$ cat src/rtl/cpu_pkg.sv
// cpu_pkg: shared definitions for the CPU pipeline stages.
// Holds the opcode and funct encodings that decode recognises, the link
// register index used by JAL, and a helper that tells whether an opcode
// reads the rt register as a source operand.
// No ports (package).
package cpu_pkg;

  typedef logic [5:0] opcode_t;

  localparam opcode_t OP_RTYPE = 6'h00;
  localparam opcode_t OP_J     = 6'h02;
  localparam opcode_t OP_JAL   = 6'h03;
  localparam opcode_t OP_BEQ   = 6'h04;
  localparam opcode_t OP_BNE   = 6'h05;
  localparam opcode_t OP_ADDI  = 6'h08;
  localparam opcode_t OP_ADDIU = 6'h09;
  localparam opcode_t OP_SLTI  = 6'h0A;
  localparam opcode_t OP_ANDI  = 6'h0C;
  localparam opcode_t OP_ORI   = 6'h0D;
  localparam opcode_t OP_XORI  = 6'h0E;
  localparam opcode_t OP_LUI   = 6'h0F;
  localparam opcode_t OP_LW    = 6'h23;
  localparam opcode_t OP_SW    = 6'h2B;

  localparam logic [5:0] FN_JR = 6'h08;

  localparam logic [4:0] REG_RA = 5'd31;

  // rt is a true source for R-type ALU ops, store data and branch compares;
  // for every other format it is a destination or unused.
  function automatic logic readsRt(input opcode_t op);
    return (op == OP_RTYPE) || (op == OP_SW) || (op == OP_BEQ) || (op == OP_BNE);
  endfunction

endpackage

$ cat src/rtl/instr_decoder.sv
// instr_decoder: purely combinational decode of one instruction's fields
// into the control information carried by the ID/EX register.
// Ports:
//   i_opcode  in   6       Instr[31:26]
//   i_funct   in   6       Instr[5:0]
//   i_rt      in   ADDR_W  Instr[20:16]
//   i_rd      in   ADDR_W  Instr[15:11]
//   i_imm     in   16      Instr[15:0]
//   o_dest    out  ADDR_W  destination register (0 when nothing is written)
//   o_regWrite out 1       instruction writes the regfile
//   o_memRead out  1       load
//   o_memWrite out 1       store
//   o_imm     out  DATA_W  sign/zero/upper extended immediate
//   o_usesRt  out  1       rt is read as a source operand
//   o_illegal out  1       opcode not recognised
module instr_decoder
  import cpu_pkg::*;
#(
  parameter int DATA_W = 32,
  parameter int ADDR_W = 5
) (
  input  logic [5:0]        i_opcode,
  input  logic [5:0]        i_funct,
  input  logic [ADDR_W-1:0] i_rt,
  input  logic [ADDR_W-1:0] i_rd,
  input  logic [15:0]       i_imm,
  output logic [ADDR_W-1:0] o_dest,
  output logic              o_regWrite,
  output logic              o_memRead,
  output logic              o_memWrite,
  output logic [DATA_W-1:0] o_imm,
  output logic              o_usesRt,
  output logic              o_illegal
);

  logic [DATA_W-1:0] w_signExt;
  logic [DATA_W-1:0] w_zeroExt;
  logic [DATA_W-1:0] w_upperImm;

  assign w_signExt  = {{(DATA_W-16){i_imm[15]}}, i_imm};
  assign w_zeroExt  = {{(DATA_W-16){1'b0}}, i_imm};
  assign w_upperImm = {i_imm, {(DATA_W-16){1'b0}}};

  // Map the opcode to destination, control bits and immediate form. Every
  // output gets a safe default first so unlisted opcodes decode as an inert
  // illegal instruction. A destination of r0 can never be written, so the
  // write enable is dropped for it after the case.
  always_comb begin
    o_dest     = '0;
    o_regWrite = 1'b0;
    o_memRead  = 1'b0;
    o_memWrite = 1'b0;
    o_imm      = '0;
    o_illegal  = 1'b0;
    o_usesRt   = readsRt(i_opcode);

    case (i_opcode)
      OP_RTYPE: begin
        o_dest     = i_rd;
        o_regWrite = (i_funct != FN_JR);
      end
      OP_LW: begin
        o_dest     = i_rt;
        o_regWrite = 1'b1;
        o_memRead  = 1'b1;
        o_imm      = w_signExt;
      end
      OP_SW: begin
        o_memWrite = 1'b1;
        o_imm      = w_signExt;
      end
      OP_BEQ, OP_BNE: begin
        o_imm = w_signExt;
      end
      OP_ADDI, OP_ADDIU, OP_SLTI: begin
        o_dest     = i_rt;
        o_regWrite = 1'b1;
        o_imm      = w_signExt;
      end
      OP_ANDI, OP_ORI, OP_XORI: begin
        o_dest     = i_rt;
        o_regWrite = 1'b1;
        o_imm      = w_zeroExt;
      end
      OP_LUI: begin
        o_dest     = i_rt;
        o_regWrite = 1'b1;
        o_imm      = w_upperImm;
      end
      OP_J: begin
      end
      OP_JAL: begin
        o_dest     = ADDR_W'(REG_RA);
        o_regWrite = 1'b1;
      end
      default: begin
        o_illegal = 1'b1;
      end
    endcase

    if (o_dest == '0) begin
      o_regWrite = 1'b0;
    end
  end

endmodule

$ cat src/rtl/decode_stage.sv
// decode_stage: ID stage of the pipelined CPU, directly upstream of regfile.
// Accepts instructions on a valid/ready handshake, drives the regfile read
// addresses straight from rs/rt, and captures operands, immediate and
// control into the ID/EX register. A load followed by a dependent
// instruction gets exactly one bubble; bubbles are counted (saturating).
// Optional feature macro: DECODE_WB_BYPASS_EN -- when defined, a writeback
// to rs/rt in the same cycle replaces the regfile read data.
// Ports:
//   Clk, reset (sync, active-high)
//   Instr/InstrValid/InstrReady   instruction handshake from fetch
//   Flush                         squash ID/EX (branch mispredict)
//   ReadRegister1/2, ReadData1/2  regfile read ports
//   WbRegWrite/WbWriteRegister/WbWriteData  writeback snoop
//   ExReady/ExValid and Ex*       ID/EX register towards execute
//   StallCount                    saturating count of inserted bubbles
module decode_stage
  import cpu_pkg::*;
#(
  parameter int DATA_W      = 32,
  parameter int ADDR_W      = 5,
  parameter int STALL_CNT_W = 16
) (
  input  logic                   Clk,
  input  logic                   reset,
  input  logic [DATA_W-1:0]      Instr,
  input  logic                   InstrValid,
  output logic                   InstrReady,
  input  logic                   Flush,
  output logic [ADDR_W-1:0]      ReadRegister1,
  output logic [ADDR_W-1:0]      ReadRegister2,
  input  logic [DATA_W-1:0]      ReadData1,
  input  logic [DATA_W-1:0]      ReadData2,
  input  logic                   WbRegWrite,
  input  logic [ADDR_W-1:0]      WbWriteRegister,
  input  logic [DATA_W-1:0]      WbWriteData,
  input  logic                   ExReady,
  output logic                   ExValid,
  output logic [DATA_W-1:0]      ExOpA,
  output logic [DATA_W-1:0]      ExOpB,
  output logic [DATA_W-1:0]      ExImm,
  output logic [ADDR_W-1:0]      ExDestReg,
  output logic                   ExRegWrite,
  output logic                   ExMemRead,
  output logic                   ExMemWrite,
  output logic [5:0]             ExOpcode,
  output logic [5:0]             ExFunct,
  output logic                   ExIllegal,
  output logic [STALL_CNT_W-1:0] StallCount
);

  logic [ADDR_W-1:0] w_rs;
  logic [ADDR_W-1:0] w_rt;
  logic [ADDR_W-1:0] w_rd;
  logic [ADDR_W-1:0] w_dest;
  logic              w_regWrite;
  logic              w_memRead;
  logic              w_memWrite;
  logic [DATA_W-1:0] w_imm;
  logic              w_usesRt;
  logic              w_illegal;
  logic              w_advance;
  logic              w_hazard;
  logic [DATA_W-1:0] w_opA;
  logic [DATA_W-1:0] w_opB;

  logic                   r_exValid;
  logic [DATA_W-1:0]      r_exOpA;
  logic [DATA_W-1:0]      r_exOpB;
  logic [DATA_W-1:0]      r_exImm;
  logic [ADDR_W-1:0]      r_exDestReg;
  logic                   r_exRegWrite;
  logic                   r_exMemRead;
  logic                   r_exMemWrite;
  logic [5:0]             r_exOpcode;
  logic [5:0]             r_exFunct;
  logic                   r_exIllegal;
  logic [STALL_CNT_W-1:0] r_stallCount;

  assign w_rs = Instr[25:21];
  assign w_rt = Instr[20:16];
  assign w_rd = Instr[15:11];

  assign ReadRegister1 = w_rs;
  assign ReadRegister2 = w_rt;

  instr_decoder #(
    .DATA_W (DATA_W),
    .ADDR_W (ADDR_W)
  ) u_instrDecoder (
    .i_opcode   (Instr[31:26]),
    .i_funct    (Instr[5:0]),
    .i_rt       (w_rt),
    .i_rd       (w_rd),
    .i_imm      (Instr[15:0]),
    .o_dest     (w_dest),
    .o_regWrite (w_regWrite),
    .o_memRead  (w_memRead),
    .o_memWrite (w_memWrite),
    .o_imm      (w_imm),
    .o_usesRt   (w_usesRt),
    .o_illegal  (w_illegal)
  );

`ifdef DECODE_WB_BYPASS_EN
  // The regfile write lands at the end of this cycle, so its read port still
  // shows the old value; forward the in-flight writeback data instead.
  assign w_opA = (WbRegWrite && (WbWriteRegister != '0) && (WbWriteRegister == w_rs))
                 ? WbWriteData : ReadData1;
  assign w_opB = (WbRegWrite && (WbWriteRegister != '0) && (WbWriteRegister == w_rt))
                 ? WbWriteData : ReadData2;
`else
  logic w_unusedWb;
  assign w_unusedWb = ^{WbRegWrite, WbWriteRegister, WbWriteData};
  assign w_opA      = ReadData1;
  assign w_opB      = ReadData2;
`endif

  // ID/EX may take new contents when it is empty or execute is draining it.
  assign w_advance = !r_exValid || ExReady;

  // A load sitting in ID/EX cannot forward its data in time for the next
  // instruction, so any read of its destination must wait one cycle. r0 is
  // never a real dependency.
  assign w_hazard = InstrValid && r_exValid && r_exMemRead && (r_exDestReg != '0) &&
                    ((r_exDestReg == w_rs) || (w_usesRt && (r_exDestReg == w_rt)));

  assign InstrReady = w_advance && !w_hazard && !Flush;

  // ID/EX register and bubble counter. Flush wins over everything but reset;
  // a hazard loads a bubble with all side-effect controls cleared; otherwise
  // the decoded instruction is loaded whenever ID/EX is free to advance.
  always_ff @(posedge Clk) begin
    if (reset) begin
      r_exValid    <= 1'b0;
      r_exOpA      <= '0;
      r_exOpB      <= '0;
      r_exImm      <= '0;
      r_exDestReg  <= '0;
      r_exRegWrite <= 1'b0;
      r_exMemRead  <= 1'b0;
      r_exMemWrite <= 1'b0;
      r_exOpcode   <= '0;
      r_exFunct    <= '0;
      r_exIllegal  <= 1'b0;
      r_stallCount <= '0;
    end else if (Flush) begin
      r_exValid    <= 1'b0;
      r_exRegWrite <= 1'b0;
      r_exMemRead  <= 1'b0;
      r_exMemWrite <= 1'b0;
    end else if (w_advance) begin
      if (w_hazard) begin
        r_exValid    <= 1'b0;
        r_exRegWrite <= 1'b0;
        r_exMemRead  <= 1'b0;
        r_exMemWrite <= 1'b0;
        if (r_stallCount != '1) begin
          r_stallCount <= r_stallCount + STALL_CNT_W'(1);
        end
      end else begin
        r_exValid    <= InstrValid;
        r_exOpA      <= w_opA;
        r_exOpB      <= w_opB;
        r_exImm      <= w_imm;
        r_exDestReg  <= w_dest;
        r_exRegWrite <= w_regWrite;
        r_exMemRead  <= w_memRead;
        r_exMemWrite <= w_memWrite;
        r_exOpcode   <= Instr[31:26];
        r_exFunct    <= Instr[5:0];
        r_exIllegal  <= w_illegal;
      end
    end
  end

  assign ExValid    = r_exValid;
  assign ExOpA      = r_exOpA;
  assign ExOpB      = r_exOpB;
  assign ExImm      = r_exImm;
  assign ExDestReg  = r_exDestReg;
  assign ExRegWrite = r_exRegWrite;
  assign ExMemRead  = r_exMemRead;
  assign ExMemWrite = r_exMemWrite;
  assign ExOpcode   = r_exOpcode;
  assign ExFunct    = r_exFunct;
  assign ExIllegal  = r_exIllegal;
  assign StallCount = r_stallCount;

endmodule

$ cat config.mk
export PLATFORM = sky130hd
export DESIGN_NAME = decode_stage
export DESIGN_NICKNAME = d
export VERILOG_FILES = /design/src/rtl/cpu_pkg.sv /design/src/rtl/instr_decoder.sv /design/src/rtl/decode_stage.sv
export SDC_FILE = /design/constraint.sdc
export NUM_CORES = 1
export LEC_CHECK = 0
export ABC_AREA = 1
export BUFFER_PORTS_ARGS = -buffer_cell sky130_fd_sc_hd__buf_2
export CAP_MARGIN = 20
export CELL_PAD_IN_SITES_DETAIL_PLACEMENT = 1
export CELL_PAD_IN_SITES_GLOBAL_PLACEMENT = 2
export CORE_MARGIN = 10
export CORE_UTILIZATION = 25
export CTS_BUF_LIST = sky130_fd_sc_hd__clkbuf_16
export CTS_CLUSTER_DIAMETER = 30
export DETAILED_ROUTE_END_ITERATION = 8
export GPL_ROUTABILITY_DRIVEN = 0
export GPL_TIMING_DRIVEN = 0
export PLACE_DENSITY_LB_ADDON = 0.08
export REMOVE_ABC_BUFFERS = 1
export SETUP_SLACK_MARGIN = 0.02
export SLEW_MARGIN = 20
export SYNTH_ARGS = -nofsm -noshare
export SYNTH_HDL_FRONTEND = slang
export SYNTH_SLANG_ARGS = --single-unit
$ cat constraint.sdc
create_clock -name Clk -period 3.3 [get_ports Clk]
set_input_delay 0.165 -clock Clk [delete_from_list [all_inputs] [get_ports Clk]]
set_output_delay 0.165 -clock Clk [all_outputs]
set_load 0.02 [all_outputs]
==> out/qor.tcl, run 1 <==
set qor(outcome) {finished, final reports clean}
set qor(rr_endpoint) {ExImm[11]}
set qor(first_iter_violations) 219
set qor(design.final.nets) 1228
set qor(syn_area_sq_um) 5826
set qor(holdCritStartpoint) {ReadData2[2]}
set qor(die_h_um) 172.7
set qor(crit_fanout) 86
set qor(cts_htree_levels) 4
set qor(global_route_wire_length_before_repair_um) 36470
set qor(timing.hold.worst_endpoint) {ExOpB[2]}
set qor(drc) 0
set qor(seq_area_sq_um) 2683
set qor(worst_hold_path.num_cells) 3
set qor(mostFrequentLayoutCells) {sky130_fd_sc_hd__buf_2 (245), sky130_fd_sc_hd__nor2_1 (208), sky130_fd_sc_hd__nand2_1 (153), sky130_fd_sc_hd__dfxtp_1 (134), sky130_fd_sc_hd__o21ai_0 (91)}
set qor(core_box_area_sq_um) 22780
set qor(drt-pass1-iter-count) 4
set qor(antenna_cells_inserted) 0
set qor(num_io_pins) 284
set qor(grt_use_total) 0.1509
set qor(number_of_clock_sinks_seen_by_cts) 134
set qor(power_density_nw_per_um2) 532.0
set qor(rsz_0062_raised_after_global_routing) {no}
set qor(clk_pin_slew_ns) 0.06
set qor(antenna_found_initial) 1
set qor(path_cells) {nand2_1, nand2_1, nor2_1, nand2_1, nor2_1, nand2_1, nand2_2, nand2_4, nand2_8, inv_8, buf_16, buf_2}
set qor(numPortBuffers) 245
set qor(post_cts.repair.setup_buffers) 0
set qor(seq_area_frac_synth) 0.4605
set qor(layout_worst_path_cycle_share) 0.8974
set qor(cp-start-kind) {register}
set qor(leakage_uw) 0.004038
set qor(synth_edf_count) 0
set qor(clock_latency_ns) 0.41
set qor(routed_wl_um) 23280
set qor(path_common_cell) {sky130_fd_sc_hd__nand2_1}
set qor(postSynthAreaPerCell_sq_um) 7.036
set qor(dp_hpwl_um) 16030
set qor(multi_input_comb_area_sq_um) 2658
set qor(critical_path.endpoint_type) {output port}
set qor(starting_density) 0.2558
set qor(netlist-cell-type-count) 29
set qor(routed_via_density) 4.337
set qor(drv_cap) 0
set qor(fillerInstances) 2862
set qor(min_path_type) {primary input to register}
set qor(synth_ff_type) {sky130_fd_sc_hd__dfxtp_1}
set qor(maximum_number_of_pins_on_one_net_before_global_route_repair) 106
set qor(floorplan.die.width_um) 172.7
set qor(number_of_global_route_vias_before_repair) 6437
set qor(core.rowCount) 55
set qor(fin_tns_setup_ns) 0
set qor(clock_tree.buffer_depth) 2
set qor(clock_skew_ns) 0.01071
set qor(largest_incremental_delay_on_the_critical_path_ns) 0.43
set qor(worstMarginPinSlew_ns) 0.9180
set qor(crit_arrival_ns) 2.80
set qor(maxSlewViolCount) 0
set qor(cp_slowest_cell) {sky130_fd_sc_hd__dfxtp_1}
set qor(timing_worst_setup_path_type) {register to output port}
set qor(fin_crit_ns) 2.962
set qor(drive_gt1_frac) 0.2773
set qor(timing.reg2reg.worst_path_depth) 14
set qor(mostFrequentLayoutCell) {sky130_fd_sc_hd__buf_2}
set qor(cts_buffers) 17
set qor(antenna_left) 0
set qor(clock.fmax_ghz) 0.3377
set qor(final-setup-viol-count) 0
set qor(ys_ff_latch) 134
set qor(syn2layout_area_growth_pct) 42.63
set qor(routed-via-count) 6128
set qor(ys_warn_count) 0
set qor(ir_worst_vdd_mv) 0.2972
set qor(count_of_mapped_cells_out_of_synthesis) 828
set qor(cts_tree) {built}
set qor(critical_path.reg2reg.startpoint) {ExDestReg[2]}
set qor(reg2reg_slack_ns) 0.79
set qor(holdWs_ns) 0.02000
set qor(die_area_sq_um) 29810
set qor(post-place-cells) 1333
set qor(fraction_of_registers_with_async_set_reset) 0
set qor(grt_overflow) 0
set qor(layoutNonFillerInstCount) 1413
set qor(timing.critical_path.from) {ExDestReg[2]}
set qor(cp.required_ns) 3.13
set qor(cts_root_buf) {sky130_fd_sc_hd__clkbuf_16}
set qor(hold_viol_final) 0
set qor(slew_headroom) 0.3880
set qor(wire_per_inst_um) 16.47
## metrics by stage
step / util / worst slack [ns] / power [uW] / area, sq um
after global placement: 0.3127 / -1.670 / 2410 / 7122
after detailed placement: 0.3159 / 0.2850 / 2414 / 7196
final: 0.3648 / 0.3384 / 4421 / 8309
after CTS: 0.3643 / 0.02341 / 4520 / 8298
after global routing: 0.3648 / 0.07515 / 4658 / 8309
after floorplan: - / 0.1660 / 2122 / 5504
## metal layers
layer	routed length (um)	vias up	global-route usage
met5	7	-	0
li1	-	3158	-
met2	10740	158	0.2456
met1	11120	2800	0.1949
met4	123	2	0.02587
met3	1292	10	0.04552
## synth_stat cells, types with 7 or more instances
| cell type | n | share of area |
|---|---|---|
| sky130_fd_sc_hd__nand2_1 | 153 | 0.099 |
| sky130_fd_sc_hd__clkbuf_1 | 18 | 0.012 |
| sky130_fd_sc_hd__buf_2 | 16 | 0.014 |
| sky130_fd_sc_hd__nand4_1 | 26 | 0.028 |
| sky130_fd_sc_hd__dfxtp_1 | 134 | 0.46 |
| sky130_fd_sc_hd__inv_1 | 46 | 0.030 |
| sky130_fd_sc_hd__nand3_1 | 22 | 0.019 |
| sky130_fd_sc_hd__nor3_1 | 10 | 0.0086 |
| sky130_fd_sc_hd__buf_4 | 15 | 0.019 |
| sky130_fd_sc_hd__a21oi_1 | 35 | 0.030 |
| sky130_fd_sc_hd__xnor2_1 | 7 | 0.011 |
| sky130_fd_sc_hd__o21ai_1 | 7 | 0.0060 |
| sky130_fd_sc_hd__nor2_1 | 209 | 0.13 |
| sky130_fd_sc_hd__o21ai_0 | 91 | 0.078 |
## repair_timing
action	CTS	global route
endpoints found under the hold margin	48	0
cloned	0	1
pin swaps	1	1
setup endpoints to repair	1	1
gates resized for setup	2	0
hold buffers	48	0
## worst max-delay path by stage
stage / endpoint / cells after the start / slack, ns
finish: InstrReady / 12 / 0.34
global placement: InstrReady / 6 / -1.67
floorplan: ExDestReg[1] / 8 / 0.17
CTS: InstrReady / 12 / 0.02
detailed placement: InstrReady / 12 / 0.29
global route: InstrReady / 9 / 0.08
## critical path, delay by kind of cell, from the launching register on
kind / cells / cell delay, ns
flip-flops: 1 / 0.43
buffers and inverters: 3 / 0.90
AND/OR/NAND/NOR: 9 / 0.97
## cells by family (layout without fill, tap and decap cells)
group,count (synthesis),in the layout,synth area share
flops,134,134,0.4605
xor+xnor,10,10,0.01504
buf+inv,106,377,0.08806
simple gates,437,438,0.3099
compound gates,140,140,0.1244
fa+ha+maj,1,1,0.002147
## power by group
group          total [uW]  switching, uW  internal [uW]  leakage [uW]
registers            1760           46.6           1710       0.00110
clock network        2010            796           1210      0.000296
logic                 655            417            238       0.00264
total                4420           1260           3160       0.00404
## flip-flops by register name, indices dropped and copies added (netlist names), 5 cells and up
signal	flops
ExFunct	6
ExOpB	32
ExOpcode	6
ExDestReg	5
ExOpA	32
StallCount	16
ExImm	32
## layout make-up
| cell class | count | area share |
|---|---|---|
| tap | 313 | 0.04713 |
| clock buffer | 17 | 0.05120 |
| inverter | 51 | 0.02424 |
| sequential | 134 | 0.3228 |
| multi-input combinational | 589 | 0.3198 |
| clock inverter | 14 | 0.02274 |
| timing repair buffer | 295 | 0.2120 |
No activity file was read; power rests on OpenSTA's default activity.
==> run 2, diff against run 1 <==
--- a/config.mk
+++ b/config.mk
@@ -18,5 +18,5 @@
 export GPL_ROUTABILITY_DRIVEN = 0
 export GPL_TIMING_DRIVEN = 0
-export PLACE_DENSITY_LB_ADDON = 0.08
+export PLACE_DENSITY = 0.81
 export REMOVE_ABC_BUFFERS = 1
 export SETUP_SLACK_MARGIN = 0.02
==> constraint.sdc (replaced) <==
create_clock -name Clk -period 3.3 [get_ports Clk]
set_input_delay 0.33 -clock Clk [delete_from_list [all_inputs] [get_ports Clk]]
set_output_delay 0.33 -clock Clk [all_outputs]
set_load 0.02 [all_outputs]
==> out/qor.tcl, run 2 (synthesis gave the netlist of run 1 again) <==
set qor(rsz_0062_raised_after_global_routing) {no} ;# unchanged
set qor(post_cts.repair.setup_buffers) 0 ;# unchanged
set qor(slew_headroom) 0.3888 ;# was 0.3880
set qor(cts_root_buf) {sky130_fd_sc_hd__clkbuf_16} ;# unchanged
set qor(critical_path.reg2reg.startpoint) {ExDestReg[0]} ;# was ExDestReg[2]
set qor(fin_crit_ns) 2.974 ;# was 2.962 ns
set qor(place_ws_ns) -0.2974 ;# was 0.2850 ns
set qor(timing.hold.worst_endpoint) {ExOpA[2]} ;# was ExOpB[2]
set qor(power_density_nw_per_um2) 544.5 ;# was 532.0 nW/um^2
set qor(design.final.nets) 1182 ;# was 1228
set qor(global_route_wire_length_before_repair_um) 36560 ;# was 36470 um
set qor(antenna_left) 0 ;# unchanged
set qor(clk_pin_slew_ns) 0.07 ;# was 0.06 ns
set qor(finalCoreUtilization) 0.3430 ;# was 0.3648
set qor(maxSlewViolCount) 0 ;# unchanged
set qor(starting_density) 0.2558 ;# unchanged
set qor(mostFrequentLayoutCells) {sky130_fd_sc_hd__buf_2 (245), sky130_fd_sc_hd__nor2_1 (207), sky130_fd_sc_hd__nand2_1 (153), sky130_fd_sc_hd__dfxtp_1 (134), sky130_fd_sc_hd__o21ai_0 (91)} ;# was sky130_fd_sc_hd__buf_2 (245), sky130_fd_sc_hd__nor2_1 (208), sky130_fd_sc_hd__nand2_1 (153), sky130_fd_sc_hd__dfxtp_1 (134), sky130_fd_sc_hd__o21ai_0 (91)
set qor(final-setup-viol-count) 0 ;# unchanged
set qor(antenna_cells_inserted) 0 ;# unchanged
set qor(mostFrequentLayoutCell) {sky130_fd_sc_hd__buf_2} ;# unchanged
set qor(routed-via-count) 6156 ;# was 6128
set qor(hold_viol_final) 0 ;# unchanged
set qor(numPortBuffers) 245 ;# unchanged
set qor(grt_use_total) 0.1515 ;# was 0.1509
set qor(core.rowCount) 55 ;# unchanged
set qor(rr_endpoint) {ExImm[8]} ;# was ExImm[11]
set qor(leakage_uw) 0.003825 ;# was 0.004038 uW
set qor(cts_buffers) 17 ;# unchanged
set qor(min_path_type) {primary input to register} ;# unchanged
set qor(wire_per_inst_um) 17.41 ;# was 16.47 um
set qor(drc) 0 ;# unchanged
set qor(worstMarginPinSlew_ns) 0.9168 ;# was 0.9180 ns
set qor(crit_arrival_ns) 2.64 ;# was 2.80 ns
set qor(worst_hold_path.num_cells) 3 ;# unchanged
set qor(num_io_pins) 284 ;# unchanged
set qor(layout_worst_path_cycle_share) 0.9011 ;# was 0.8974
set qor(timing.reg2reg.worst_path_depth) 11 ;# was 14
set qor(routed_via_density) 4.500 ;# was 4.337
set qor(number_of_clock_sinks_seen_by_cts) 134 ;# unchanged
set qor(clock_skew_ns) 0.01125 ;# was 0.01071 ns
set qor(die_area_sq_um) 29810 ;# unchanged
set qor(critical_path.endpoint_type) {output port} ;# unchanged
set qor(timing.final.ws_setup_ns) 0.3263 ;# was 0.3384 ns
set qor(dp_hpwl_um) 17090 ;# was 16030 um
set qor(antenna_found_initial) 2 ;# was 1
set qor(die_h_um) 172.7 ;# unchanged
set qor(clock_tree.buffer_depth) 2 ;# unchanged
set qor(syn2layout_area_growth_pct) 34.13 ;# was 42.63%
set qor(first_iter_violations) 284 ;# was 219
set qor(holdCritStartpoint) {ReadData1[2]} ;# was ReadData2[2]
set qor(drv_cap) 0 ;# unchanged
set qor(maximum_number_of_pins_on_one_net_before_global_route_repair) 70 ;# was 106
set qor(cp-start-kind) {register} ;# unchanged
set qor(core_box_area_sq_um) 22780 ;# unchanged
set qor(cts_tree) {built} ;# unchanged
set qor(cts_htree_levels) 4 ;# unchanged
set qor(clock.fmax_ghz) 0.3363 ;# was 0.3377 GHz
set qor(drive_gt1_frac) 0.2919 ;# was 0.2773
set qor(routed_wl_um) 23820 ;# was 23280 um
set qor(clock_latency_ns) 0.42 ;# was 0.41 ns
set qor(holdBufCountCts) 0 ;# was 48
set qor(reg2reg_slack_ns) 0.94 ;# was 0.79 ns
set qor(number_of_global_route_vias_before_repair) 6215 ;# was 6437
set qor(ir_worst_vdd_mv) 0.2607 ;# was 0.2972 mV
set qor(grt_overflow) 0 ;# unchanged
set qor(drt-pass1-iter-count) 4 ;# unchanged
set qor(floorplan.die.width_um) 172.7 ;# unchanged
set qor(outcome) {finished, final reports clean} ;# unchanged
set qor(timing_worst_setup_path_type) {register to output port} ;# unchanged
set qor(fin_tns_setup_ns) 0 ;# unchanged
set qor(cp.required_ns) 2.97 ;# was 3.13 ns
set qor(crit_fanout) 69 ;# was 86
run 2: cell count changes in the layout (fill, tap and decap cells not counted), sizes merged:
cell,previous run,this run
dlygate4sd3,48,0
clkinv,1,5
bufinv,3,1
inv,59,57
buf,247,248
clkinvlp,2,3
nand2,161,162
run 2: where the power goes:
part	leakage (uW)	internal (uW)	switching [uW]
clock network	0.000271	1050	820
registers	0.00110	1710	48.9
logic	0.00245	203	417
total	0.00383	2970	1290
run 2: metal layers:
metal  wire [um]  GRT usage
met4         112    0.02695
met5          23          0
met1       11580     0.1990
met2       10460     0.2370
met3        1645    0.05249
run 2: cell type report:
| cell class | count | area [sq um] |
|---|---|---|
| clock buffers | 17 | 425.4 |
| clock inverters | 15 | 142.6 |
| fillers | 2959 | 14960 |
| inverters | 51 | 206.4 |
| multi-input cells | 590 | 2671 |
| flip-flops and latches | 134 | 2683 |
| well taps | 313 | 391.6 |
| repair buffers | 248 | 1294 |
run 2: repair_timing:
| item | 4_1_cts | 5_1_grt |
|---|---|---|
| endpoints found under the setup margin | 7 | 1 |
| pin swaps | 0 | 1 |
| gates cloned | 0 | 2 |
| resized for setup | 4 | 2 |
run 2: critical path: stages (launching register included):
cell and delay [ns]:
sky130_fd_sc_hd__dfxtp_1 0.46, sky130_fd_sc_hd__xor2_1 0.17, sky130_fd_sc_hd__nor2_1 0.06, sky130_fd_sc_hd__nand4_1 0.09, sky130_fd_sc_hd__nand2_2 0.12, sky130_fd_sc_hd__nand2_4 0.26, sky130_fd_sc_hd__nand2_8 0.19, sky130_fd_sc_hd__inv_12 0.27
sky130_fd_sc_hd__buf_16 0.30, sky130_fd_sc_hd__buf_2 0.23
run 2: worst max-delay path by stage:
stage	startpoint	end	slack [ns]	cells after the start
final	ExDestReg[0]	InstrReady	0.33	9
after global routing	ExDestReg[0]	InstrReady	0.07	9
after CTS	ExDestReg[0]	InstrReady	0.03	9
after detailed placement	ExReady	InstrReady	-0.30	7
after global placement	ExReady	InstrReady	-1.77	6
after floorplan	ExValid	ExDestReg[1]	0.17	8
run 2: stage by stage:
step | power [uW] | instance area (sq um) | hold slack (ns) | std cells
finish | 4254 | 7814 | 0.1569 | 1368
global route | 4490 | 7814 | 0.1638 | 1368
CTS | 4328 | 7786 | 0.1464 | 1366
detailed placement | 2420 | 7199 | 0.4542 | 1334
global placement | 2406 | 7122 | 0.4510 | 1331
floorplan | 2122 | 5504 | 0.3969 | 773
==> run 3, diff against run 2 <==
- ABC_CLOCK_PERIOD_IN_PS: not set -> 3300
- BUFFER_PORTS_ARGS: -buffer_cell sky130_fd_sc_hd__buf_2 -> not set
- CORE_UTILIZATION: 25 -> 34
- CTS_BUF_LIST: sky130_fd_sc_hd__clkbuf_16 -> sky130_fd_sc_hd__clkbuf_8 sky130_fd_sc_hd__clkbuf_16
- DONT_BUFFER_PORTS: not set -> 1
- PLACE_DENSITY: 0.81 -> 0.8
==> out/qor.tcl, run 3 (synthesis gave the netlist of run 1 again) <==
set qor(cts_buffers) 17 ;# unchanged
set qor(cts_root_buf) {sky130_fd_sc_hd__clkbuf_16} ;# unchanged
set qor(floorplan.die.width_um) 150.9 ;# was 172.7 um
set qor(maximum_number_of_pins_on_one_net_before_global_route_repair) 82 ;# was 70
set qor(timing.reg2reg.worst_path_depth) 14 ;# was 11
set qor(crit_arrival_ns) 2.69 ;# was 2.64 ns
set qor(drc) 0 ;# unchanged
set qor(grt_overflow) 0 ;# unchanged
set qor(die_h_um) 150.9 ;# was 172.7 um
set qor(path_cells) {nand2_1, nand2_1, nor2_1, nand2_1, nor2_1, nand2_1, nand2_2, nand2_4, nand2_8, inv_12, buf_16} ;# was xor2_1, nor2_1, nand4_1, nand2_2, nand2_4, nand2_8, inv_12, buf_16, buf_2
set qor(path_common_cell) {sky130_fd_sc_hd__nand2_1}
set qor(dp_hpwl_um) 15010 ;# was 17090 um
set qor(cp.required_ns) 2.97 ;# about the same
set qor(numPortBuffers) 0 ;# was 245
set qor(outcome) {finished, final reports clean} ;# unchanged
set qor(first_iter_violations) 227 ;# was 284
set qor(dpl_cell_area_sq_um) 5834 ;# was 7199 sq um
set qor(antenna_cells_inserted) 0 ;# unchanged
set qor(timing.critical_path.from) {ExDestReg[2]} ;# was ExDestReg[0]
set qor(antenna_found_initial) 0 ;# was 2
set qor(routed_wl_um) 20740 ;# was 23820 um
set qor(grt_use_total) 0.1787 ;# was 0.1515
set qor(timing_worst_setup_path_type) {register to output port} ;# unchanged
set qor(mostFrequentLayoutCell) {sky130_fd_sc_hd__nor2_1} ;# was sky130_fd_sc_hd__buf_2
set qor(largest_incremental_delay_on_the_critical_path_ns) 0.59 ;# was 0.46 ns
set qor(starting_density) 0.3488 ;# was 0.2558
set qor(drt-pass1-iter-count) 4 ;# unchanged
set qor(worstMarginPinSlew_ns) 0.8870 ;# was 0.9168 ns
set qor(min_path_type) {primary input to register} ;# unchanged
set qor(number_of_clock_sinks_seen_by_cts) 134 ;# unchanged
set qor(fin_crit_ns) 3.017 ;# was 2.974 ns
set qor(drv_cap) 0 ;# unchanged
set qor(wire_per_inst_um) 20.16 ;# was 17.41 um
set qor(clock_latency_ns) 0.42 ;# about the same
set qor(routed_via_density) 5.153 ;# was 4.500
set qor(mostFrequentLayoutCells) {sky130_fd_sc_hd__nor2_1 (208), sky130_fd_sc_hd__nand2_1 (153), sky130_fd_sc_hd__dfxtp_1 (134), sky130_fd_sc_hd__o21ai_0 (91), sky130_fd_sc_hd__inv_1 (46)} ;# was sky130_fd_sc_hd__buf_2 (245), sky130_fd_sc_hd__nor2_1 (207), sky130_fd_sc_hd__nand2_1 (153), sky130_fd_sc_hd__dfxtp_1 (134), sky130_fd_sc_hd__o21ai_0 (91)
set qor(seq_area_sq_um) 2683 ;# unchanged
set qor(antenna_left) 0 ;# unchanged
set qor(cts_htree_levels) 4 ;# unchanged
set qor(clock.fmax_ghz) 0.3314 ;# was 0.3363 GHz
set qor(syn2layout_area_growth_pct) 12.29 ;# was 34.13%
set qor(clk_pin_slew_ns) 0.06 ;# was 0.07 ns
set qor(maxSlewViolCount) 0 ;# unchanged
set qor(num_io_pins) 284 ;# unchanged
set qor(crit_fanout) 81 ;# was 69
set qor(worst_hold_path.num_cells) 2 ;# was 3
set qor(clock_skew_ns) 0.01018 ;# was 0.01125 ns
set qor(global_route_wire_length_before_repair_um) 31950 ;# was 36560 um
set qor(fillerInstances) 2091 ;# was 2959
set qor(multi_input_comb_area_sq_um) 2658 ;# was 2671 sq um
set qor(slew_headroom) 0.4065 ;# was 0.3888
set qor(clock_tree.buffer_depth) 2 ;# unchanged
set qor(holdCritStartpoint) {InstrValid} ;# was ReadData1[2]
set qor(die_area_sq_um) 22770 ;# was 29810 sq um
set qor(final-setup-viol-count) 0 ;# unchanged
set qor(cp_slowest_cell) {sky130_fd_sc_hd__dfxtp_1} ;# unchanged
set qor(rsz_0062_raised_after_global_routing) {no} ;# unchanged
set qor(number_of_global_route_vias_before_repair) 5611 ;# was 6215
set qor(place_ws_ns) -0.3923 ;# was -0.2974 ns
set qor(hold_viol_final) 0 ;# unchanged
set qor(critical_path.endpoint_type) {output port} ;# unchanged
set qor(layout_worst_path_cycle_share) 0.9143 ;# was 0.9011
set qor(power_density_nw_per_um2) 657.8 ;# was 544.5 nW/um^2
set qor(timing.final.ws_setup_ns) 0.2827 ;# was 0.3263 ns
set qor(stdcell_area_sq_um) 6541 ;# was 7814 sq um
set qor(ir_worst_vdd_mv) 0.3561 ;# was 0.2607 mV
set qor(cp-start-kind) {register} ;# unchanged
set qor(critical_path.reg2reg.startpoint) {ExDestReg[2]} ;# was ExDestReg[0]
set qor(core.rowCount) 47 ;# was 55
set qor(design.final.nets) 936 ;# was 1182
set qor(cts_tree) {built} ;# unchanged
set qor(drive_gt1_frac) 0.07540 ;# was 0.2919
set qor(routed-via-count) 5302 ;# was 6156
set qor(leakage_uw) 0.002748 ;# was 0.003825 uW
set qor(core_box_area_sq_um) 16700 ;# was 22780 sq um
## run 3: cell types whose count changed in the layout (fill, tap and decap cells not counted), sizes merged
cell | previous run | this run
buf | 248 | 3
bufinv | 1 | 5
clkinv | 5 | 4
clkinvlp | 3 | 2
inv | 57 | 55
nand2 | 162 | 161
## run 3: where the power goes
group	leakage, uW	internal (uW)	switching, uW
registers	0.00110	1710	196
logic	0.00133	97.1	201
clock network	0.000316	1350	749
## run 3: critical path: cells and delay by family, from the launching register on
kind / cells / cell delay, ns
buffers and inverters: 2 / 0.60
and+or+nand+nor: 9 / 1.01
DFF: 1 / 0.59
## run 3: cell type report
class,instances,share of cell area
Clock buffer,17,0.06503
Clock inverter,15,0.03462
Inverter,51,0.03156
Multi-Input combinational cell,589,0.4063
Sequential cell,134,0.4101
Tap cell,220,0.04208
Timing Repair Buffer,3,0.01033
## run 3: per-layer routing
metal / part of all wire / vias to the layer above / GRT usage
li1: - / 2588 / -
met1: 0.39 / 2496 / 0.1980
met2: 0.48 / 193 / 0.3018
met3: 0.12 / 25 / 0.07995
met4: 0.016 / 0 / 0.05390
met5: 0 / - / 0
## run 3: worst paths after layout
check	slack (ns)	end
max	0.28	InstrReady
min	0.05	ExValid
max reg2reg	0.68	ExImm[6]
min reg2reg	0.58	ExFunct[0]
## run 3: repair_timing
action / in CTS / in global routing
buffers inserted: 0 / 0
resized for setup: 4 / 1
pin swaps: 0 / 0
hold endpoints to repair: 37 / 0
hold buffers: 1 / 0
gates cloned: 1 / 0
endpoints found under the setup margin: 82 / 1
## run 3: stage by stage
stage                     hold slack (ns)  utilization  power, uW  std cells  setup TNS, ns
after detailed placement           0.4079       0.3493       2236        995         -22.54
after floorplan                    0.3969            -       2122        773              0
after CTS                         0.03784       0.3914       4359       1029              0
final                             0.05032       0.3917       4303       1029              0
after global routing              0.03413       0.3917       4495       1029              0
after global placement             0.4060       0.3460       2215        993        -116.68
